File: src/rtl/div_req_pkg.sv
// div_req_pkg: shared definitions for the div_request operand-entry and
// request controller.
//   - div_req_state_t : request FSM state encoding (IDLE is all-zero, so the
//                       reset value of the exported state reads as IDLE)
//   - DATA_W          : default operand / result width
//   - DEBOUNCE_CYCLES_SIM : short debounce length used by simulation builds
package div_req_pkg;

  localparam int DATA_W              = 8;
  localparam int DEBOUNCE_CYCLES_SIM = 4;

  typedef enum logic [2:0] {
    ST_IDLE      = 3'd0,
    ST_ISSUE     = 3'd1,
    ST_WAIT_BUSY = 3'd2,
    ST_WAIT_DONE = 3'd3,
    ST_CAPTURE   = 3'd4
  } div_req_state_t;

endpackage

File: src/rtl/div_request_if.sv
// div_request_if: start/busy bus between the request controller (master)
// and the divider core (slave).
//   div_x, div_y   master -> slave  operands, stable from start until the
//                                   next accepted request
//   div_start      master -> slave  one-cycle start pulse
//   div_busy       slave  -> master divider busy
//   div_z1..div_r2 slave  -> master results, valid once busy has fallen
//
// Handshake: the master raises div_start for exactly one cycle with the
// operands already valid in that cycle. The slave answers by raising
// div_busy (it may already be high in the cycle after div_start) and holds
// it until its results are ready; the falling edge of div_busy marks the
// results valid, and they must stay put until the next div_start. A new
// div_start is never issued while the master is waiting on busy.
interface div_request_if #(
  parameter int DATA_W = div_req_pkg::DATA_W
);

  logic [DATA_W-1:0] div_x;
  logic [DATA_W-1:0] div_y;
  logic              div_start;
  logic              div_busy;
  logic [DATA_W-1:0] div_z1;
  logic [DATA_W-1:0] div_r1;
  logic [DATA_W-1:0] div_z2;
  logic [DATA_W-1:0] div_r2;

  modport master (
    output div_x, div_y, div_start,
    input  div_busy, div_z1, div_r1, div_z2, div_r2
  );

  modport slave (
    input  div_x, div_y, div_start,
    output div_busy, div_z1, div_r1, div_z2, div_r2
  );

endinterface

File: src/rtl/btn_debounce.sv
// btn_debounce: push-button conditioning for the request controller.
//   clk, rst : clock, synchronous active-high reset
//   btn      : raw asynchronous button level
//   req      : single-cycle pulse on the debounced press (rising) edge
// The button goes through a 2-flop synchronizer; the debounced level db
// follows the synchronized level only after the two have disagreed for
// DEBOUNCE_CYCLES consecutive cycles. Any agreement restarts the count.
module btn_debounce #(
  parameter int DEBOUNCE_CYCLES = 1000000
) (
  input  logic clk,
  input  logic rst,
  input  logic btn,
  output logic req
);

  localparam int CNT_W = $clog2(DEBOUNCE_CYCLES + 1);
  localparam logic [CNT_W-1:0] CNT_LAST = CNT_W'(DEBOUNCE_CYCLES - 1);

  logic             sync1;
  logic             sync2;
  logic             db;
  logic             db_q;
  logic [CNT_W-1:0] cnt;

  always_ff @(posedge clk) begin
    if (rst) begin
      sync1 <= 1'b0;
      sync2 <= 1'b0;
      db    <= 1'b0;
      db_q  <= 1'b0;
      cnt   <= '0;
    end else begin
      sync1 <= btn;
      sync2 <= sync1;
      db_q  <= db;
      if (sync2 != db) begin
        // This sample is the DEBOUNCE_CYCLES-th consecutive mismatch.
        if (cnt == CNT_LAST) begin
          db  <= sync2;
          cnt <= '0;
        end else begin
          cnt <= cnt + 1'b1;
        end
      end else begin
        cnt <= '0;
      end
    end
  end

  assign req = db & ~db_q;

endmodule

File: src/rtl/div_request.sv
// div_request: initiator side of the divider start/busy handshake.
// Debounces the start button, latches the x/y switches as operands, issues
// a one-cycle start pulse, follows busy, and captures the four results.
//   clk, rst           : clock, synchronous active-high reset
//   start_btn          : raw push-button
//   x_sw, y_sw         : dividend / divisor switches
//   bus (master)       : divider bus (div_x/div_y/div_start out, busy/results in)
//   res_z1..res_r2     : captured results, held until the next accepted press
//   res_valid          : captured results are current
//   err_div0           : last press rejected for y = 0 (zero-check builds)
//   err_timeout        : last request saw no busy within BUSY_TIMEOUT cycles
//   state              : current FSM state, for observation
// Build option: define DIV_REQ_ZERO_CHECK_EN to reject requests with y = 0;
// without it y = 0 is issued normally and err_div0 stays 0.
module div_request
  import div_req_pkg::*;
#(
  parameter int DATA_W          = div_req_pkg::DATA_W,
  parameter int DEBOUNCE_CYCLES = 1000000,
  parameter int BUSY_TIMEOUT    = 1024
) (
  input  logic                 clk,
  input  logic                 rst,
  input  logic                 start_btn,
  input  logic [DATA_W-1:0]    x_sw,
  input  logic [DATA_W-1:0]    y_sw,
  div_request_if.master        bus,
  output logic [DATA_W-1:0]    res_z1,
  output logic [DATA_W-1:0]    res_r1,
  output logic [DATA_W-1:0]    res_z2,
  output logic [DATA_W-1:0]    res_r2,
  output logic                 res_valid,
  output logic                 err_div0,
  output logic                 err_timeout,
  output div_req_state_t       state
);

  localparam int TO_W = $clog2(BUSY_TIMEOUT + 1);
  localparam logic [TO_W-1:0] TO_LAST = TO_W'(BUSY_TIMEOUT - 1);

  logic              req;
  logic              zero_reject;
  logic [TO_W-1:0]   to_cnt;
  logic [DATA_W-1:0] op_x;
  logic [DATA_W-1:0] op_y;
  logic              start_q;

  btn_debounce #(
    .DEBOUNCE_CYCLES (DEBOUNCE_CYCLES)
  ) u_btn_debounce (
    .clk (clk),
    .rst (rst),
    .btn (start_btn),
    .req (req)
  );

`ifdef DIV_REQ_ZERO_CHECK_EN
  assign zero_reject = (y_sw == '0);
`else
  assign zero_reject = 1'b0;
`endif

  always_ff @(posedge clk) begin
    if (rst) begin
      state       <= ST_IDLE;
      op_x        <= '0;
      op_y        <= '0;
      start_q     <= 1'b0;
      to_cnt      <= '0;
      res_z1      <= '0;
      res_r1      <= '0;
      res_z2      <= '0;
      res_r2      <= '0;
      res_valid   <= 1'b0;
      err_div0    <= 1'b0;
      err_timeout <= 1'b0;
    end else begin
      start_q <= 1'b0;
      case (state)
        ST_IDLE: begin
          // A press seen in any other state is simply dropped.
          if (req) begin
            op_x        <= x_sw;
            op_y        <= y_sw;
            res_valid   <= 1'b0;
            err_div0    <= zero_reject;
            err_timeout <= 1'b0;
            if (!zero_reject) begin
              // Registered so the pulse coincides with the ISSUE cycle.
              start_q <= 1'b1;
              state   <= ST_ISSUE;
            end
          end
        end
        ST_ISSUE: begin
          to_cnt <= '0;
          state  <= ST_WAIT_BUSY;
        end
        ST_WAIT_BUSY: begin
          // Busy wins over an expiring timeout in the same cycle.
          if (bus.div_busy) begin
            state <= ST_WAIT_DONE;
          end else if (to_cnt == TO_LAST) begin
            err_timeout <= 1'b1;
            state       <= ST_IDLE;
          end else begin
            to_cnt <= to_cnt + 1'b1;
          end
        end
        ST_WAIT_DONE: begin
          if (!bus.div_busy) state <= ST_CAPTURE;
        end
        ST_CAPTURE: begin
          res_z1    <= bus.div_z1;
          res_r1    <= bus.div_r1;
          res_z2    <= bus.div_z2;
          res_r2    <= bus.div_r2;
          res_valid <= 1'b1;
          state     <= ST_IDLE;
        end
        default: state <= ST_IDLE;
      endcase
    end
  end

  assign bus.div_x     = op_x;
  assign bus.div_y     = op_y;
  assign bus.div_start = start_q;

endmodule

File: src/flat_wrapper.sv
// flat-port wrapper written by rule: the top's interface ports become plain ports
module div_request_flat import div_req_pkg::*;
#(
  parameter int DATA_W          = div_req_pkg::DATA_W,
  parameter int DEBOUNCE_CYCLES = 1000000,
  parameter int BUSY_TIMEOUT    = 1024
)
  (clk, rst, start_btn, x_sw, y_sw, res_z1, res_r1, res_z2, res_r2, res_valid, err_div0, err_timeout, state, bus_div_x, bus_div_y, bus_div_start, bus_div_busy, bus_div_z1, bus_div_r1, bus_div_z2, bus_div_r2);
  div_request_if #(.DATA_W(DATA_W)) bus_i ();
  input  logic clk;
  input  logic rst;
  input  logic start_btn;
  input  logic [DATA_W-1:0] x_sw;
  input  logic [DATA_W-1:0] y_sw;
  output logic [DATA_W-1:0] res_z1;
  output logic [DATA_W-1:0] res_r1;
  output logic [DATA_W-1:0] res_z2;
  output logic [DATA_W-1:0] res_r2;
  output logic res_valid;
  output logic err_div0;
  output logic err_timeout;
  output div_req_state_t state;
  output wire logic [$bits(bus_i.div_x)-1:0] bus_div_x;
  output wire logic [$bits(bus_i.div_y)-1:0] bus_div_y;
  output wire logic [$bits(bus_i.div_start)-1:0] bus_div_start;
  input wire logic [$bits(bus_i.div_busy)-1:0] bus_div_busy;
  input wire logic [$bits(bus_i.div_z1)-1:0] bus_div_z1;
  input wire logic [$bits(bus_i.div_r1)-1:0] bus_div_r1;
  input wire logic [$bits(bus_i.div_z2)-1:0] bus_div_z2;
  input wire logic [$bits(bus_i.div_r2)-1:0] bus_div_r2;
  assign bus_div_x = bus_i.div_x;
  assign bus_div_y = bus_i.div_y;
  assign bus_div_start = bus_i.div_start;
  assign bus_i.div_busy = bus_div_busy;
  assign bus_i.div_z1 = bus_div_z1;
  assign bus_i.div_r1 = bus_div_r1;
  assign bus_i.div_z2 = bus_div_z2;
  assign bus_i.div_r2 = bus_div_r2;
  div_request #(.DATA_W(DATA_W), .DEBOUNCE_CYCLES(DEBOUNCE_CYCLES), .BUSY_TIMEOUT(BUSY_TIMEOUT)) u_core (.clk(clk), .rst(rst), .start_btn(start_btn), .x_sw(x_sw), .y_sw(y_sw), .bus(bus_i), .res_z1(res_z1), .res_r1(res_r1), .res_z2(res_z2), .res_r2(res_r2), .res_valid(res_valid), .err_div0(err_div0), .err_timeout(err_timeout), .state(state));
endmodule
File: config.mk
export PLATFORM = sky130hd
export DESIGN_NAME = div_request_flat
export DESIGN_NICKNAME = d
export VERILOG_FILES = /design/src/rtl/div_req_pkg.sv /design/src/rtl/div_request_if.sv /design/src/rtl/btn_debounce.sv /design/src/rtl/div_request.sv /design/src/flat_wrapper.sv
export SDC_FILE = /design/constraint.sdc
export NUM_CORES = 1
export LEC_CHECK = 0
export BUFFER_PORTS_ARGS = -buffer_cell sky130_fd_sc_hd__buf_2
export CAP_MARGIN = 0
export CELL_PAD_IN_SITES_DETAIL_PLACEMENT = 0
export CELL_PAD_IN_SITES_GLOBAL_PLACEMENT = 2
export CORE_ASPECT_RATIO = 0.7
export CORE_UTILIZATION = 29
export DETAILED_ROUTE_END_ITERATION = 8
export PLACE_DENSITY = 0.86
export SETUP_SLACK_MARGIN = 0.15
export SLEW_MARGIN = 20
export SYNTH_ARGS = -nofsm -noshare
export SYNTH_HDL_FRONTEND = slang
export SYNTH_HIERARCHICAL = 1
export SYNTH_SLANG_ARGS = --single-unit
File: constraint.sdc
create_clock -name clk -period 2.6 [get_ports clk]
set_clock_uncertainty 0.15 [all_clocks]
set_input_delay 0.26 -clock clk [delete_from_list [all_inputs] [get_ports clk]]
set_output_delay 0.26 -clock clk [all_outputs]
set_load 0.1 [all_outputs]
Yosys cells after proc, flatten, opt, wreduce, memory -nomap -nowiden
Index checks and enable logic that the tools add are counted.
{ "classes": {"add_sub_neg": 2, "eq_ne": 13, "mux": 14, "n_bitwise": 4, "n_reduce_logical": 12} }
{ "op_table": {"columns": ["cell", "n"], "rows": [
  ["two-way mux 11 bit", 2],
  ["case mux 11 bit (2 select lines)", 1],
  ["adder 20 x 1 -> 20 bit (second input constant)", 1],
  ["equality test 20 bit (second input constant)", 1],
  ["two-way mux 3 bit", 4],
  ["case mux 3 bit (4 select lines)", 1],
  ["adder 11 x 1 -> 11 bit (second input constant)", 1],
  ["equality test 11 x 10 -> 1 bit (second input constant)", 1],
  ["equality test 3 x 2 -> 1 bit (second input constant)", 2],
  ["!= test 2 bit (second input constant)", 3],
  ["AND reduction 2 bit", 3],
  ["AND reduction 3 bit", 2],
  ["nonzero test 2 bit", 3],
  ["two-way mux 1 bit", 4],
  ["!= test 2 x 1 -> 1 bit (second input constant)", 2],
  ["case mux 1 bit (2 select lines)", 2],
  ["AND reduction 4 bit", 1],
  ["equality test 3 x 1 -> 1 bit (second input constant)", 1],
  ["equality test 3 bit (second input constant)", 1],
  ["logical NOT 3 bit", 1],
  ["!= test 3 x 2 -> 1 bit (second input constant)", 1],
  ["NOT 1 bit", 3],
  ["OR reduction 3 bit", 1],
  ["OR reduction 2 bit", 1],
  ["other kinds (2)", 2]
]} }
{ "word_totals": {"regBits": 89, "in_bits": 52, "out_inout_bits": 55, "wordCells": 61} }

Logic depth before layout (Yosys ltp)
{ "depth": {"word_depth": 4, "ltp_mapped": 7, "mapped_depth_nobuf": 5} }

Cells and area by module
Netlist, hierarchy kept.
{ "modules_own_cells": {"columns": ["module", "n_inst", "cells_per_inst", "area_each_um2"], "rows": [
  ["div_request", 1, 319, 2558.7],
  ["btn_debounce", 1, 116, 1051.0]
]} }

Worst setup path before layout
No wires, ideal clock.
{ "synth_timing": {"kind": "register to register", "from": "register u_core.state[1]", "to": "register u_core.to_cnt[9]", "t_arrival_ns": 2.477, "required_ns": 2.363, "path_slack_ns": -0.114, "path_stages_with_launch": 7, "path_buffers": 2, "path_cell_list": "dfxtp_1 -> buf_2 -> nand2b_1 -> or3_1 -> buf_1 -> or4_1 -> a211oi_1"} }
{ "synth_between": {"elab_chain_len": 3, "elab_cells_between_ends": 7} }
{ "synth_lines": {"columns": ["item", "line_no", "source"], "rows": [
  ["start, declared", "div_request.sv:35", "output div_req_state_t state"],
  ["start signal, assigned", "div_request.sv:65", "state <= ST_IDLE;"],
  ["start signal, assigned", "div_request.sv:91", "state <= ST_ISSUE;"],
  ["start signal, assigned", "div_request.sv:97", "state <= ST_WAIT_BUSY;"],
  ["equality test 3 x 2 -> 1 bit / equality test 3 x 1 -> 1 bit (equally long branches)", "div_request.sv:79", "case (state)"],
  ["!= test 2 bit (no source line) / nonzero test 2 bit (equally long branches)", null, null],
  ["AND reduction 3 bit (no source line)", null, null],
  ["end signal, assigned", "div_request.sv:107", "to_cnt <= to_cnt + 1'b1;"],
  ["end, declared", "div_request.sv:43", "logic [TO_W-1:0] to_cnt;"]
]} }
Several ways; a longest one is shown, not always the timed one.
A chain may end at the register's enable or synchronous reset.

Final worst setup path
{ "layout_timing": {"from": "register u_core.to_cnt[0]", "to": "register u_core.to_cnt[9]"} }
{ "layout_between": {"elab_chain_len": 4, "elab_cells_between_ends": 7} }
{ "layout_lines": {"columns": ["item", "line_no", "source"], "rows": [
  ["adder 11 x 1 -> 11 bit", "div_request.sv:107", null],
  ["two-way mux 11 bit", "div_request.sv:103", "end else if (to_cnt == TO_LAST) begin"],
  ["two-way mux 11 bit", "div_request.sv:101", "if (bus.div_busy) begin"],
  ["case mux 11 bit (2 select lines)", "div_request.sv:79", null]
]} }
Several ways; a longest one is shown, not always the timed one. The select of a mux whose other input is x is not followed.

==> impl_metrics.toml <==
[run_status]
status = "finished, final reports clean"

[power]
p_leak_nw = 1.80
total_power_mw = 2.67
pwr-share-seq_pct = 51.2
ir_drop_mv = 0.369
comb_power_share_pct = 3.9
p_int_mw = 2.07
swShare_pct = 22.3
p_sw_uw = 596
power.density_nw_per_um2 = 557
p_clk_share_pct = 44.9

[finish]
diodes = 0
fillers = 1227
nets = 611
syn_to_final_growth_pct = 32.6
drive_above_1_share_pct = 24.6
stdcell_area_um2 = 4790
fin_cells = 719

[synth]
synth_area_leaders = "dfxtp_1, nand2_1, a21oi_1, nor2_1, xnor2_1"
synth_top_area_share_pct = 49.4
synth-seq-area-share_pct = 49.4
synth_common_cells = "nand2_1, dfxtp_1, a21oi_1, nor2_1, clkbuf_1"
synth_top_area_cell = "dfxtp_1"
async_reset_ff_share_pct = 0
syn_area_um2 = 3610
synth_edf_count = 0
synthCells = 435
synth_nets = 489
synth.most_common_cell = "nand2_1"
ys_warn_count = 6
ys.flop_type = "dfxtp_1"
synth_seq_cells = 89
syn_avg_cell_area_um2 = 8.30
synth_cell_types = 52

[floorplan]
row_count = 33
core_um2 = 11900
fp.dieW_um = 135
ios = 107
initial_utilization_pct = 30.3
die_h_um = 95.3
die_area_um2 = 12900

[drt]
drc_errors = 0
wl_per_cell_um = 12.8
first_pass_iters = 4
detail-route-antenna-nets = 0
drt_iter0_markers = 161
dr_total_vias = 3419
drt_wl_total_um = 9210
viasPerCell = 4.76

[sta]
rsz0062_at_grt = "false"
setup_viol = 0
worstMarginPinSlew_ns = 0.855
final_max_slew_viol_count = 0
relSlewSlack_pct = 42.5
finalCritPeriodShare_pct = 84.0
hold_viol = 0
period_minus_slack_ns = 2.18
fmaxAchievable_ghz = 0.458
holdWs_ns = 0.00717
fin_setup_tns_ns = 0

[critical_path]
r2r_start = "u_core/to_cnt[0]$_SDFFE_PP0P_"
startpoint_type = "flop"
critPathMaxFanout = 10
endpoint_kind = "flop"
crit_start = "u_core/to_cnt[0]$_SDFFE_PP0P_"
arrival_ns = 2.29
required_ns = 2.71
crit_type = "flop to flop"

[clock_tree]
postCtsSetupBuffers = 0
cts_resized = 0
h-tree-depth = 3
cts_tree = "yes"
clock_path_buffers = 2
cts.clk_slew.worst_paths_ns = 0.07
clk_latency_ns = 0.34
cts_buffers = 9
root_buffer = "clkbuf_16"
cts_sinks = 89

[global_route]
grt_max_degree = 34
antenna_found_initial = 0
grt_pass1_vias = 3075
grt_usage_pct = 14.8
grt_overflow = 0
grt_pass1_wl_um = 14900

[place]
io_buffers = 105
dp.final_hpwl_um = 6280
place.gp.congestion = 0.853
dp.cells = 677
placed_area_um2 = 4250

[run]
cap_violations = 0

[worst_hold_path]
min_from = "y_sw[7]"
min_path_type = "input pin to flop"
[worst max-delay path: stages (launching register included)]
cell      delay, ns
dfxtp_1        0.40
ha_1           0.26
nand3_4        0.15
nor4_1         0.78
o31ai_1        0.15
a211oi_1       0.22
[area by class of cell]
| type | instances | area [µm²] | area share, % |
|---|---|---|---|
| multi-input combinational | 311 | 1670 | 34.8 |
| timing repair buffer | 137 | 831 | 17.4 |
| clock buffer | 10 | 229 | 4.78 |
| clock inverter | 6 | 45.0 | 0.941 |
| sequential | 89 | 1790 | 37.3 |
| inverter | 9 | 33.8 | 0.706 |
| tap | 157 | 196 | 4.10 |
[path summary, 6_finish.rpt]
kind	slack [ns]	cells after the start	endpoint
hold reg to reg	0.30	2	u_core/res_z2[2]$_SDFFE_PP0P_
setup / recovery	0.42	5	u_core/to_cnt[9]$_SDFFE_PP0P_
hold / removal	0.007	3	u_core/bus.div_y[7]$_SDFFE_PP0P_
setup reg to reg	0.42	5	u_core/to_cnt[9]$_SDFFE_PP0P_
[repair_timing]
| item | in CTS | in global routing |
|---|---|---|
| hold buffers | 26 | 0 |
| endpoints found under the setup margin | 0 | 0 |
| endpoints found under the hold margin | 26 | 0 |
[through the flow]
| stage | setup WS, ns | util [%] |
|---|---|---|
| 2_1_floorplan | 0.223 | - |
| 3_3_place_gp | 0.503 | 35.6 |
| 3_5_place_dp | 0.447 | 35.6 |
| 4_1_cts | 0.418 | 40.1 |
| 5_1_grt | 0.212 | 40.1 |
| 6_report | 0.416 | 40.1 |
[flip-flops by register name, summed over array words and instances (netlist names)]
signal	cells
u_core/res_z2	8
u_core/u_btn_debounce/sync2	1
u_core/u_btn_debounce/sync1	1
u_core/u_btn_debounce/cnt	20
u_core/bus.div_x	8
u_core/res_z1	8
u_core/res_r1	8
u_core/res_valid	1
u_core/u_btn_debounce/db_q	1
u_core/bus.div_y	8
u_core/to_cnt	11
u_core/u_btn_debounce/db	1
u_core/bus.div_start	1
u_core/err_timeout	1
u_core/res_r2	8
u_core/state	3
[cell usage in the layout (no fill, tap or decap), types with 2 or more instances in the layout]
cell type and count:
dlygate4sd3_1 26, clkbuf_16 9, buf_4 6, xnor2_1 9, nor3_1 7, buf_2 105, and4_1 2, clkinvlp_4 3
o31a_1 2, a311oi_1 4, a311oi_2 2, nor3b_1 2, xor2_1 7, inv_1 9, a31oi_1 2, or4_1 2
a21oi_1 58, or3_1 5, nor2_1 28, ha_1 2, nand2_1 108, nand3_1 10, clkinv_4 2, o31ai_1 2
and2_1 2, dfxtp_2 3, nor4_1 8, nor2b_1 5, dfxtp_1 86, and3_1 2, nand2b_1 3, nand4_1 11
o21ai_0 8
[power by group through the flow]
stage                     clock [mW]  sequential (mW)  combinational (mW)
after floorplan                    0             1.40              0.0278
final                           1.20             1.37               0.104
after CTS                       1.24             1.37               0.104
after global placement             0             1.40              0.0741
after global routing            1.29             1.37               0.113
after detailed placement           0             1.40              0.0739
[routing by layer]
| metal | share of wire (%) | vias up | global-route usage [%] |
|---|---|---|---|
| met5 | 0 | - | 0 |
| met4 | 0.87 | 0 | 4.40 |
| met3 | 7.2 | 8 | 5.26 |
| met2 | 43 | 105 | 23.0 |
| met1 | 49 | 1574 | 19.1 |
| li1 | - | 1732 | - |
[logic make-up after synthesis]
group,Yosys count,share of synthesized area (%)
compound gates,87,14.5
xor+xnor,16,3.88
fa+ha+maj,2,0.693
buf+inv,35,4.47
flops,89,49.4
other cells,1,0.104
simple gates,205,27.0
Note: power is estimated with default switching activity, not from simulation.
